**config.mk**
```make
export PLATFORM = sky130hd
export DESIGN_NAME = dbg_apb_master_flat
export DESIGN_NICKNAME = d
export VERILOG_FILES = /design/src/rtl/dbg_apb_pkg.sv /design/src/rtl/dbg_apb_if.sv /design/src/rtl/dbg_apb_wdog.sv /design/src/rtl/dbg_apb_master.sv /design/src/flat_wrapper.sv
export SDC_FILE = /design/constraint.sdc
export NUM_CORES = 1
export LEC_CHECK = 0
export ABC_CLOCK_PERIOD_IN_PS = 2250
export CORE_ASPECT_RATIO = 1.4
export CORE_MARGIN = 10
export CORE_UTILIZATION = 40
export DETAILED_ROUTE_END_ITERATION = 8
export PLACE_DENSITY = 0.83
export SYNTH_ARGS = -nofsm -noshare
export SYNTH_HDL_FRONTEND = slang
export SYNTH_SLANG_ARGS = --single-unit
export TNS_END_PERCENT = 50
```
**constraint.sdc**
```tcl
create_clock -name clk -period 2.25 [get_ports clk]
set_clock_uncertainty 0.2 [all_clocks]
set_input_delay 0.45 -clock clk [delete_from_list [all_inputs] [get_ports clk]]
set_output_delay 0.45 -clock clk [all_outputs]
set_load 0.01 [all_outputs]
```
**src/rtl/dbg_apb_pkg.sv**
```systemverilog
// -----------------------------------------------------------------------------
// dbg_apb_pkg
//   Shared types and default widths for the debug APB initiator.
//   - dbg_apb_state_e : transfer FSM states (IDLE -> SETUP -> ACCESS -> RESP)
//   - dbg_apb_req_t   : latched host command (direction, address, write data)
//   - DBG_APB_*       : default parameter values used by the interfaces and top
// No ports (package).
// -----------------------------------------------------------------------------
package dbg_apb_pkg;

    localparam int DBG_APB_ADDR_W      = 5;
    localparam int DBG_APB_WDATA_W     = 32;
    localparam int DBG_APB_RDATA_W     = 32;
    localparam int DBG_APB_TIMEOUT_DEF = 256;

    typedef enum logic [1:0] {
        IDLE   = 2'd0,
        SETUP  = 2'd1,
        ACCESS = 2'd2,
        RESP   = 2'd3
    } dbg_apb_state_e;

    // The command register is sized at the default widths; the top rejects
    // wider parameterisations at elaboration.
    typedef struct packed {
        logic                       wr_rd;
        logic [DBG_APB_ADDR_W-1:0]  addr;
        logic [DBG_APB_WDATA_W-1:0] wdata;
    } dbg_apb_req_t;

endpackage

```
**src/rtl/dbg_apb_if.sv**
```systemverilog
// -----------------------------------------------------------------------------
// dbg_host_if / dbg_apb_if
//   dbg_host_if : host-side command/response channel.
//     req_valid/req_ready/req_wr_rd/req_addr/req_wdata  host -> initiator
//     rsp_valid/rsp_ready/rsp_rdata/rsp_err             initiator -> host
//     modport master = host bridge, modport slave = dbg_apb_master.
//   dbg_apb_if  : APB bus toward a core's debug slave.
//     apb_addr/apb_sel/apb_enable/apb_wr_rd/apb_wdata    initiator -> slave
//     apb_ready/apb_rdata                                slave -> initiator
//     modport master = dbg_apb_master, modport slave = debug register slave.
// -----------------------------------------------------------------------------
interface dbg_host_if
    import dbg_apb_pkg::*;
#(
    parameter int APB_ADDR_WIDTH  = DBG_APB_ADDR_W,
    parameter int APB_WDATA_WIDTH = DBG_APB_WDATA_W,
    parameter int APB_RDATA_WIDTH = DBG_APB_RDATA_W
);
    logic                       req_valid;
    logic                       req_ready;
    logic                       req_wr_rd;
    logic [APB_ADDR_WIDTH-1:0]  req_addr;
    logic [APB_WDATA_WIDTH-1:0] req_wdata;
    logic                       rsp_valid;
    logic                       rsp_ready;
    logic [APB_RDATA_WIDTH-1:0] rsp_rdata;
    logic                       rsp_err;

    modport master (
        output req_valid, req_wr_rd, req_addr, req_wdata, rsp_ready,
        input  req_ready, rsp_valid, rsp_rdata, rsp_err
    );

    modport slave (
        input  req_valid, req_wr_rd, req_addr, req_wdata, rsp_ready,
        output req_ready, rsp_valid, rsp_rdata, rsp_err
    );
endinterface

interface dbg_apb_if
    import dbg_apb_pkg::*;
#(
    parameter int APB_ADDR_WIDTH  = DBG_APB_ADDR_W,
    parameter int APB_WDATA_WIDTH = DBG_APB_WDATA_W,
    parameter int APB_RDATA_WIDTH = DBG_APB_RDATA_W
);
    logic [APB_ADDR_WIDTH-1:0]  apb_addr;
    logic                       apb_sel;
    logic                       apb_enable;
    logic                       apb_wr_rd;
    logic [APB_WDATA_WIDTH-1:0] apb_wdata;
    logic                       apb_ready;
    logic [APB_RDATA_WIDTH-1:0] apb_rdata;

    modport master (
        output apb_addr, apb_sel, apb_enable, apb_wr_rd, apb_wdata,
        input  apb_ready, apb_rdata
    );

    modport slave (
        input  apb_addr, apb_sel, apb_enable, apb_wr_rd, apb_wdata,
        output apb_ready, apb_rdata
    );
endinterface

```
**src/rtl/dbg_apb_wdog.sv**
```systemverilog
// -----------------------------------------------------------------------------
// dbg_apb_wdog
//   Saturating ACCESS wait counter for the debug APB initiator. Only used when
//   DBG_APB_TIMEOUT_EN is defined.
//   Ports:
//     clk       in   clock
//     rst_n     in   synchronous reset, active low (clears the count)
//     clr_i     in   clear the count (asserted whenever the FSM is not in ACCESS)
//     inc_i     in   count one ready-low ACCESS cycle
//     expire_o  out  count has reached TIMEOUT_CYCLES-1
// -----------------------------------------------------------------------------
module dbg_apb_wdog
    import dbg_apb_pkg::*;
#(
    parameter int TIMEOUT_CYCLES = DBG_APB_TIMEOUT_DEF
) (
    input  logic clk,
    input  logic rst_n,
    input  logic clr_i,
    input  logic inc_i,
    output logic expire_o
);
    localparam int            CW    = (TIMEOUT_CYCLES > 2) ? $clog2(TIMEOUT_CYCLES) : 1;
    localparam logic [CW-1:0] LIMIT = CW'(TIMEOUT_CYCLES - 1);

    logic [CW-1:0] cnt_q, cnt_d;

    // Saturates at LIMIT so a held expire never wraps back to zero.
    always_comb begin
        cnt_d = cnt_q;
        if (clr_i) begin
            cnt_d = '0;
        end else if (inc_i && (cnt_q != LIMIT)) begin
            cnt_d = cnt_q + CW'(1);
        end
    end

    always_ff @(posedge clk) begin
        if (!rst_n) begin
            cnt_q <= '0;
        end else begin
            cnt_q <= cnt_d;
        end
    end

    assign expire_o = (cnt_q == LIMIT);

endmodule

```
**src/rtl/dbg_apb_master.sv**
```systemverilog
// -----------------------------------------------------------------------------
// dbg_apb_master
//   APB initiator for the core debug port. Accepts one register read/write
//   command from the host bridge, runs one APB transfer (SETUP then ACCESS,
//   extended while apb_ready is low) and returns one response.
//   Ports:
//     clk    in      clock
//     rst_n  in      synchronous reset, active low; aborts any transfer
//     host   slave   dbg_host_if: req_valid/req_ready/req_wr_rd/req_addr/
//                    req_wdata, rsp_valid/rsp_ready/rsp_rdata/rsp_err
//     apb    master  dbg_apb_if: apb_addr/apb_sel/apb_enable/apb_wr_rd/
//                    apb_wdata, apb_ready/apb_rdata
//   Configuration macro: DBG_APB_TIMEOUT_EN
//     defined   : ACCESS aborts after TIMEOUT_CYCLES ready-low cycles, rsp_err=1
//     undefined : ACCESS waits forever, rsp_err tied 0
// -----------------------------------------------------------------------------
module dbg_apb_master
    import dbg_apb_pkg::*;
#(
    parameter int APB_ADDR_WIDTH  = DBG_APB_ADDR_W,
    parameter int APB_WDATA_WIDTH = DBG_APB_WDATA_W,
    parameter int APB_RDATA_WIDTH = DBG_APB_RDATA_W,
    parameter int TIMEOUT_CYCLES  = DBG_APB_TIMEOUT_DEF
) (
    input  logic       clk,
    input  logic       rst_n,
    dbg_host_if.slave  host,
    dbg_apb_if.master  apb
);
    // The latched command uses the package struct, so wider buses cannot fit.
    if ((APB_ADDR_WIDTH > DBG_APB_ADDR_W) || (APB_WDATA_WIDTH > DBG_APB_WDATA_W)) begin : g_width_chk
        $error("dbg_apb_master: address/wdata width exceeds dbg_apb_req_t");
    end
    if (TIMEOUT_CYCLES < 2) begin : g_timeout_chk
        $error("dbg_apb_master: TIMEOUT_CYCLES must be >= 2");
    end

    dbg_apb_state_e             state_q, state_d;
    dbg_apb_req_t               req_q, req_d;
    logic [APB_RDATA_WIDTH-1:0] rdata_q, rdata_d;
    logic                       accept;
    logic                       apb_done;
    logic                       timeout;

    assign accept   = (state_q == IDLE) && host.req_valid;
    assign apb_done = (state_q == ACCESS) && apb.apb_ready;

`ifdef DBG_APB_TIMEOUT_EN
    logic err_q, err_d;
    logic wd_expire;

    dbg_apb_wdog #(
        .TIMEOUT_CYCLES(TIMEOUT_CYCLES)
    ) u_wdog (
        .clk      (clk),
        .rst_n    (rst_n),
        .clr_i    (state_q != ACCESS),
        .inc_i    ((state_q == ACCESS) && !apb.apb_ready),
        .expire_o (wd_expire)
    );

    // A ready on the expiry cycle completes normally; only a still-low ready aborts.
    assign timeout = (state_q == ACCESS) && !apb.apb_ready && wd_expire;
`else
    assign timeout = 1'b0;
`endif

    // State register
    always_ff @(posedge clk) begin
        if (!rst_n) begin
            state_q <= IDLE;
        end else begin
            state_q <= state_d;
        end
    end

    // Next-state logic
    always_comb begin
        state_d = state_q;
        unique case (state_q)
            IDLE:    if (host.req_valid)            state_d = SETUP;
            SETUP:                                  state_d = ACCESS;
            ACCESS:  if (apb.apb_ready || timeout)  state_d = RESP;
            RESP:    if (host.rsp_ready)            state_d = IDLE;
            default:                                state_d = IDLE;
        endcase
    end

    // Command and response holding registers. They carry no reset: every
    // output that exposes them is gated by the FSM state, which is reset.
    always_comb begin
        req_d   = req_q;
        rdata_d = rdata_q;
`ifdef DBG_APB_TIMEOUT_EN
        err_d   = err_q;
`endif
        if (accept) begin
            req_d.wr_rd = host.req_wr_rd;
            req_d.addr  = DBG_APB_ADDR_W'(host.req_addr);
            req_d.wdata = DBG_APB_WDATA_W'(host.req_wdata);
        end
        if (apb_done) begin
            rdata_d = req_q.wr_rd ? '0 : apb.apb_rdata;
`ifdef DBG_APB_TIMEOUT_EN
            err_d   = 1'b0;
`endif
        end else if (timeout) begin
            rdata_d = '0;
`ifdef DBG_APB_TIMEOUT_EN
            err_d   = 1'b1;
`endif
        end
    end

    always_ff @(posedge clk) begin
        req_q   <= req_d;
        rdata_q <= rdata_d;
`ifdef DBG_APB_TIMEOUT_EN
        err_q   <= err_d;
`endif
    end

    // Output decode from the current state
    always_comb begin
        host.req_ready = 1'b0;
        host.rsp_valid = 1'b0;
        host.rsp_rdata = '0;
        host.rsp_err   = 1'b0;
        apb.apb_sel    = 1'b0;
        apb.apb_enable = 1'b0;
        apb.apb_addr   = '0;
        apb.apb_wr_rd  = 1'b0;
        apb.apb_wdata  = '0;
        unique case (state_q)
            IDLE: begin
                host.req_ready = 1'b1;
            end
            SETUP, ACCESS: begin
                apb.apb_sel    = 1'b1;
                apb.apb_enable = (state_q == ACCESS);
                apb.apb_addr   = APB_ADDR_WIDTH'(req_q.addr);
                apb.apb_wr_rd  = req_q.wr_rd;
                // Write data is meaningless on reads; keep the bus quiet.
                apb.apb_wdata  = req_q.wr_rd ? APB_WDATA_WIDTH'(req_q.wdata) : '0;
            end
            RESP: begin
                host.rsp_valid = 1'b1;
                host.rsp_rdata = rdata_q;
`ifdef DBG_APB_TIMEOUT_EN
                host.rsp_err   = err_q;
`endif
            end
            default: begin
                host.req_ready = 1'b0;
            end
        endcase
    end

endmodule

```
**src/flat_wrapper.sv**
```systemverilog
// flat-port wrapper written by rule: the top's interface ports become plain ports
module dbg_apb_master_flat import dbg_apb_pkg::*;
#(
    parameter int APB_ADDR_WIDTH  = DBG_APB_ADDR_W,
    parameter int APB_WDATA_WIDTH = DBG_APB_WDATA_W,
    parameter int APB_RDATA_WIDTH = DBG_APB_RDATA_W,
    parameter int TIMEOUT_CYCLES  = DBG_APB_TIMEOUT_DEF
)
  (clk, rst_n, host_req_valid, host_req_wr_rd, host_req_addr, host_req_wdata, host_rsp_ready, host_req_ready, host_rsp_valid, host_rsp_rdata, host_rsp_err, apb_apb_addr, apb_apb_sel, apb_apb_enable, apb_apb_wr_rd, apb_apb_wdata, apb_apb_ready, apb_apb_rdata);
  dbg_host_if #(.APB_ADDR_WIDTH(APB_ADDR_WIDTH), .APB_WDATA_WIDTH(APB_WDATA_WIDTH), .APB_RDATA_WIDTH(APB_RDATA_WIDTH)) host_i ();
  dbg_apb_if #(.APB_ADDR_WIDTH(APB_ADDR_WIDTH), .APB_WDATA_WIDTH(APB_WDATA_WIDTH), .APB_RDATA_WIDTH(APB_RDATA_WIDTH)) apb_i ();
  input  logic clk;
  input  logic rst_n;
  input wire logic [$bits(host_i.req_valid)-1:0] host_req_valid;
  input wire logic [$bits(host_i.req_wr_rd)-1:0] host_req_wr_rd;
  input wire logic [$bits(host_i.req_addr)-1:0] host_req_addr;
  input wire logic [$bits(host_i.req_wdata)-1:0] host_req_wdata;
  input wire logic [$bits(host_i.rsp_ready)-1:0] host_rsp_ready;
  output wire logic [$bits(host_i.req_ready)-1:0] host_req_ready;
  output wire logic [$bits(host_i.rsp_valid)-1:0] host_rsp_valid;
  output wire logic [$bits(host_i.rsp_rdata)-1:0] host_rsp_rdata;
  output wire logic [$bits(host_i.rsp_err)-1:0] host_rsp_err;
  output wire logic [$bits(apb_i.apb_addr)-1:0] apb_apb_addr;
  output wire logic [$bits(apb_i.apb_sel)-1:0] apb_apb_sel;
  output wire logic [$bits(apb_i.apb_enable)-1:0] apb_apb_enable;
  output wire logic [$bits(apb_i.apb_wr_rd)-1:0] apb_apb_wr_rd;
  output wire logic [$bits(apb_i.apb_wdata)-1:0] apb_apb_wdata;
  input wire logic [$bits(apb_i.apb_ready)-1:0] apb_apb_ready;
  input wire logic [$bits(apb_i.apb_rdata)-1:0] apb_apb_rdata;
  assign host_i.req_valid = host_req_valid;
  assign host_i.req_wr_rd = host_req_wr_rd;
  assign host_i.req_addr = host_req_addr;
  assign host_i.req_wdata = host_req_wdata;
  assign host_i.rsp_ready = host_rsp_ready;
  assign host_req_ready = host_i.req_ready;
  assign host_rsp_valid = host_i.rsp_valid;
  assign host_rsp_rdata = host_i.rsp_rdata;
  assign host_rsp_err = host_i.rsp_err;
  assign apb_apb_addr = apb_i.apb_addr;
  assign apb_apb_sel = apb_i.apb_sel;
  assign apb_apb_enable = apb_i.apb_enable;
  assign apb_apb_wr_rd = apb_i.apb_wr_rd;
  assign apb_apb_wdata = apb_i.apb_wdata;
  assign apb_i.apb_ready = apb_apb_ready;
  assign apb_i.apb_rdata = apb_apb_rdata;
  dbg_apb_master #(.APB_ADDR_WIDTH(APB_ADDR_WIDTH), .APB_WDATA_WIDTH(APB_WDATA_WIDTH), .APB_RDATA_WIDTH(APB_RDATA_WIDTH), .TIMEOUT_CYCLES(TIMEOUT_CYCLES)) u_core (.clk(clk), .rst_n(rst_n), .host(host_i), .apb(apb_i));
endmodule
```
==> flow_summary_export.csv <==
group,metric,value,unit
die,start_util,40.7,%
die,core-area,7310,sq um
worst_setup_path,cp-end-kind,"output port",
cts,cts-buffers-inserted,9,
cells_and_area,final_layout_size_suffix_gt1_share,22.5,%
route,drtIter0Drc,45,
cts,postCtsHoldBufs,0,
synth,ys_seq_elements,72,
synth,synth_top_cell_by_area,"edfxtp_1",
synth,synth_fp_nets,287,
sta,setup_violations,0,
die,die_w,92.9,um
worst_setup_path,critical_path.max_fanout,5,
synth,yosysMostFrequentCell,"edfxtp_1",
cts,clock-root-buffer,"clkbuf_8",
global_route,met2_usage,24.9,%
global_route,grt_max_degree,39,
placed_design,hpwlAfterDp,6640,um
cells_and_area,nNetsFinal,443,
hold_path,hp-class,"reg -> reg",
synth,syn_inst,208,
global_route,grt_first_pass_wirelength,13200,um
synth,ys_top_cells_by_area,"edfxtp_1 71%, and2_1 8.2%, and3_1 6.7%, nor2b_1 6.7%, ha_1 1.7%",
route,vias_per_cell,4.68,
synth,yosys.area.top_type_share,70.7,%
sta,whs,0.411,ns
synth,synth-edff-count,70,
route,dr.pass1.iters,4,
cells_and_area,seq_area,2140,sq um
sta,period_share,98.1,%
worst_setup_path,worst_ep_arrival_time,1.56,ns
power_and_ir_drop,irDropWorstVdd,0.563,mV
cells_and_area,syn2layout_area_growth,56.0,%
cts,cts.path.max_buffers,2,
die,dieArea,11300,sq um
run_status,status,"completed",
sta,clock.fmax,453,MHz
route,wl_per_cell,18.3,um
cts,tritoncts,"built",
worst_setup_path,setup.worst_path.start_class,"flop",
cells_and_area,nFillCells,588,
global_route,grt_antenna_before_repair,1,
placed_design,io_buffers,148,
run,maxCapViolCount,0,
cts,clock_sinks,72,
sta,slew_violations,0,
sta,final_hold_viol_count,0,
synth,synthFlopType,"edfxtp_1",
sta,setup-tns-final,0,ns
power_and_ir_drop,p_leak,1.97,nW
die,die_h,122,um
worst_setup_path,worstSetupPathType,"reg -> out",
global_route,gr-usage-met1,14.3,%
route,finalWirelength,8510,um
synth,synthTopCellsByCount,"70 x edfxtp_1, 39 x and2_1, 32 x and3_1, 32 x nor2b_1, 13 x clkbuf_1",
global_route,grt_pass1_vias,2498,
global_route,grt.busiest_layer,"met2",
cells_and_area,antenna_cells,0,
cells_and_area,multi_input_area,782,sq um
global_route,globalRouteOverflowTotal,0,
route,vias,2182,
cells_and_area,final_core_util,63.4,%
global_route,met3_usage,10.9,%
worst_setup_path,worstPathRequired,1.60,ns
die,ios,150,
sta,rsz0062_at_grt,"yes",
synth,yosys_warnings,0,
global_route,grt_util_all_layers,15.2,%
placed_design,gp_congestion,0.750,
route,drc,0,
cts,cts_max_level,3,
synth,avgSynthCellArea,14.3,sq um
cts,clk_latency,0.35,ns
synth,synth_seq_area_share,72.0,%
synth,netlist_area,2970,sq um
sta,min_period,2.21,ns
synth,synth.distinct_cells,16,
cts,cts.clk_slew.worst_paths,0.08,ns
die,fp-row-count,37,
power_and_ir_drop,pwr_density_cell,992,nW/um^2
synth,async_flop_share,0,%
route,ant_nets,0,
final cells by class:
cell class	count	share of cell area [%]
Tap cell	97	2.62
Timing Repair Buffer	160	30.1
Clock inverter	5	1.02
Multi-Input combinational cell	116	16.9
Sequential cell	72	46.2
Clock buffer	11	2.83
Inverter	5	0.404
final timing paths:
kind	end	cells after the start	start	slack [ns]
max	host_rsp_rdata[8]	5	u_core.state_q[0]$_SDFFE_PN0P_	0.04
max reg2reg	u_core.state_q[0]$_SDFFE_PN0P_	5	u_core.state_q[0]$_SDFFE_PN0P_	0.51
min reg2reg	u_core.state_q[0]$_SDFFE_PN0P_	3	u_core.state_q[0]$_SDFFE_PN0P_	0.41
min	u_core.state_q[0]$_SDFFE_PN0P_	3	u_core.state_q[0]$_SDFFE_PN0P_	0.41
critical path, stage by stage (launching register included):
cell           delay, ns
dfxtp_2             0.33
buf_4               0.13
ha_2                0.20
buf_4               0.15
and2_1              0.13
dlygate4sd2_1       0.28
sequential cells by signal (all words and copies together), names as in the netlist:
signal,count
u_core.req_q,38
u_core.state_q,2
u_core.rdata_q,32
logic make-up after synthesis:
logic type	count (synthesis)	share of synthesized area [%]
DFF	72	72.0
other	1	0.126
adders and majority gates	4	1.68
AOI/OAI and AO/OA	2	0.505
buffers and inverters	20	2.69
and+or+nand+nor	107	22.3
muxes	2	0.673
cells in the final DEF, fill, tap and decap left out, drive strengths merged:
cell type      netlist  final
ha                   4      4
a222oi               1      1
buf                  1     44
conb                 1      1
mux2i                2      2
bufinv               0      1
and3                32     32
clkdlybuf4s50        0     75
dfxtp                2      2
o21ai                1      1
and2                40     40
nand2                3      3
clkbuf              14     28
clkinv               0      4
inv                  5      5
dlymetal6s2s         0      1
edfxtp              70     70
nor2b               32     32
clkdlybuf4s15        0     17
dlygate4sd2          0      6
per-layer routing:
layer  vias up  part of all wire [%]
li1       1030                     -
met1      1018                    34
met2       123                    49
met3        11                    15
met4         0                   1.9
met5         -                     0
power by group:
group	internal [W]	total (W)	switching, W
Combinational	0.000843	0.00177	0.000922
Clock	0.000502	0.000955	0.000453
Sequential	0.00182	0.00188	0.0000667
Total	0.00316	0.00460	0.00144
stage by stage:
step	setup WS [ns]	power, W	cells	instance area (sq um)
after floorplan	0.197	0.00269	208	2970
after global placement	0.00634	0.00381	449	4660
after detailed placement	-0.0304	0.00387	449	4660
after CTS	-0.00360	0.00482	468	4730
after global routing	-0.00148	0.00487	466	4640
final	0.0436	0.00460	466	4640
what timing repair did:
| action | CTS | global route |
|---|---|---|
| cloned | 1 | 0 |
| gates resized for setup | 195 | 41 |
| setup endpoints to repair | 72 | 45 |
| buffers inserted | 2 | 0 |
Note: power is estimated with default switching activity, not from simulation.
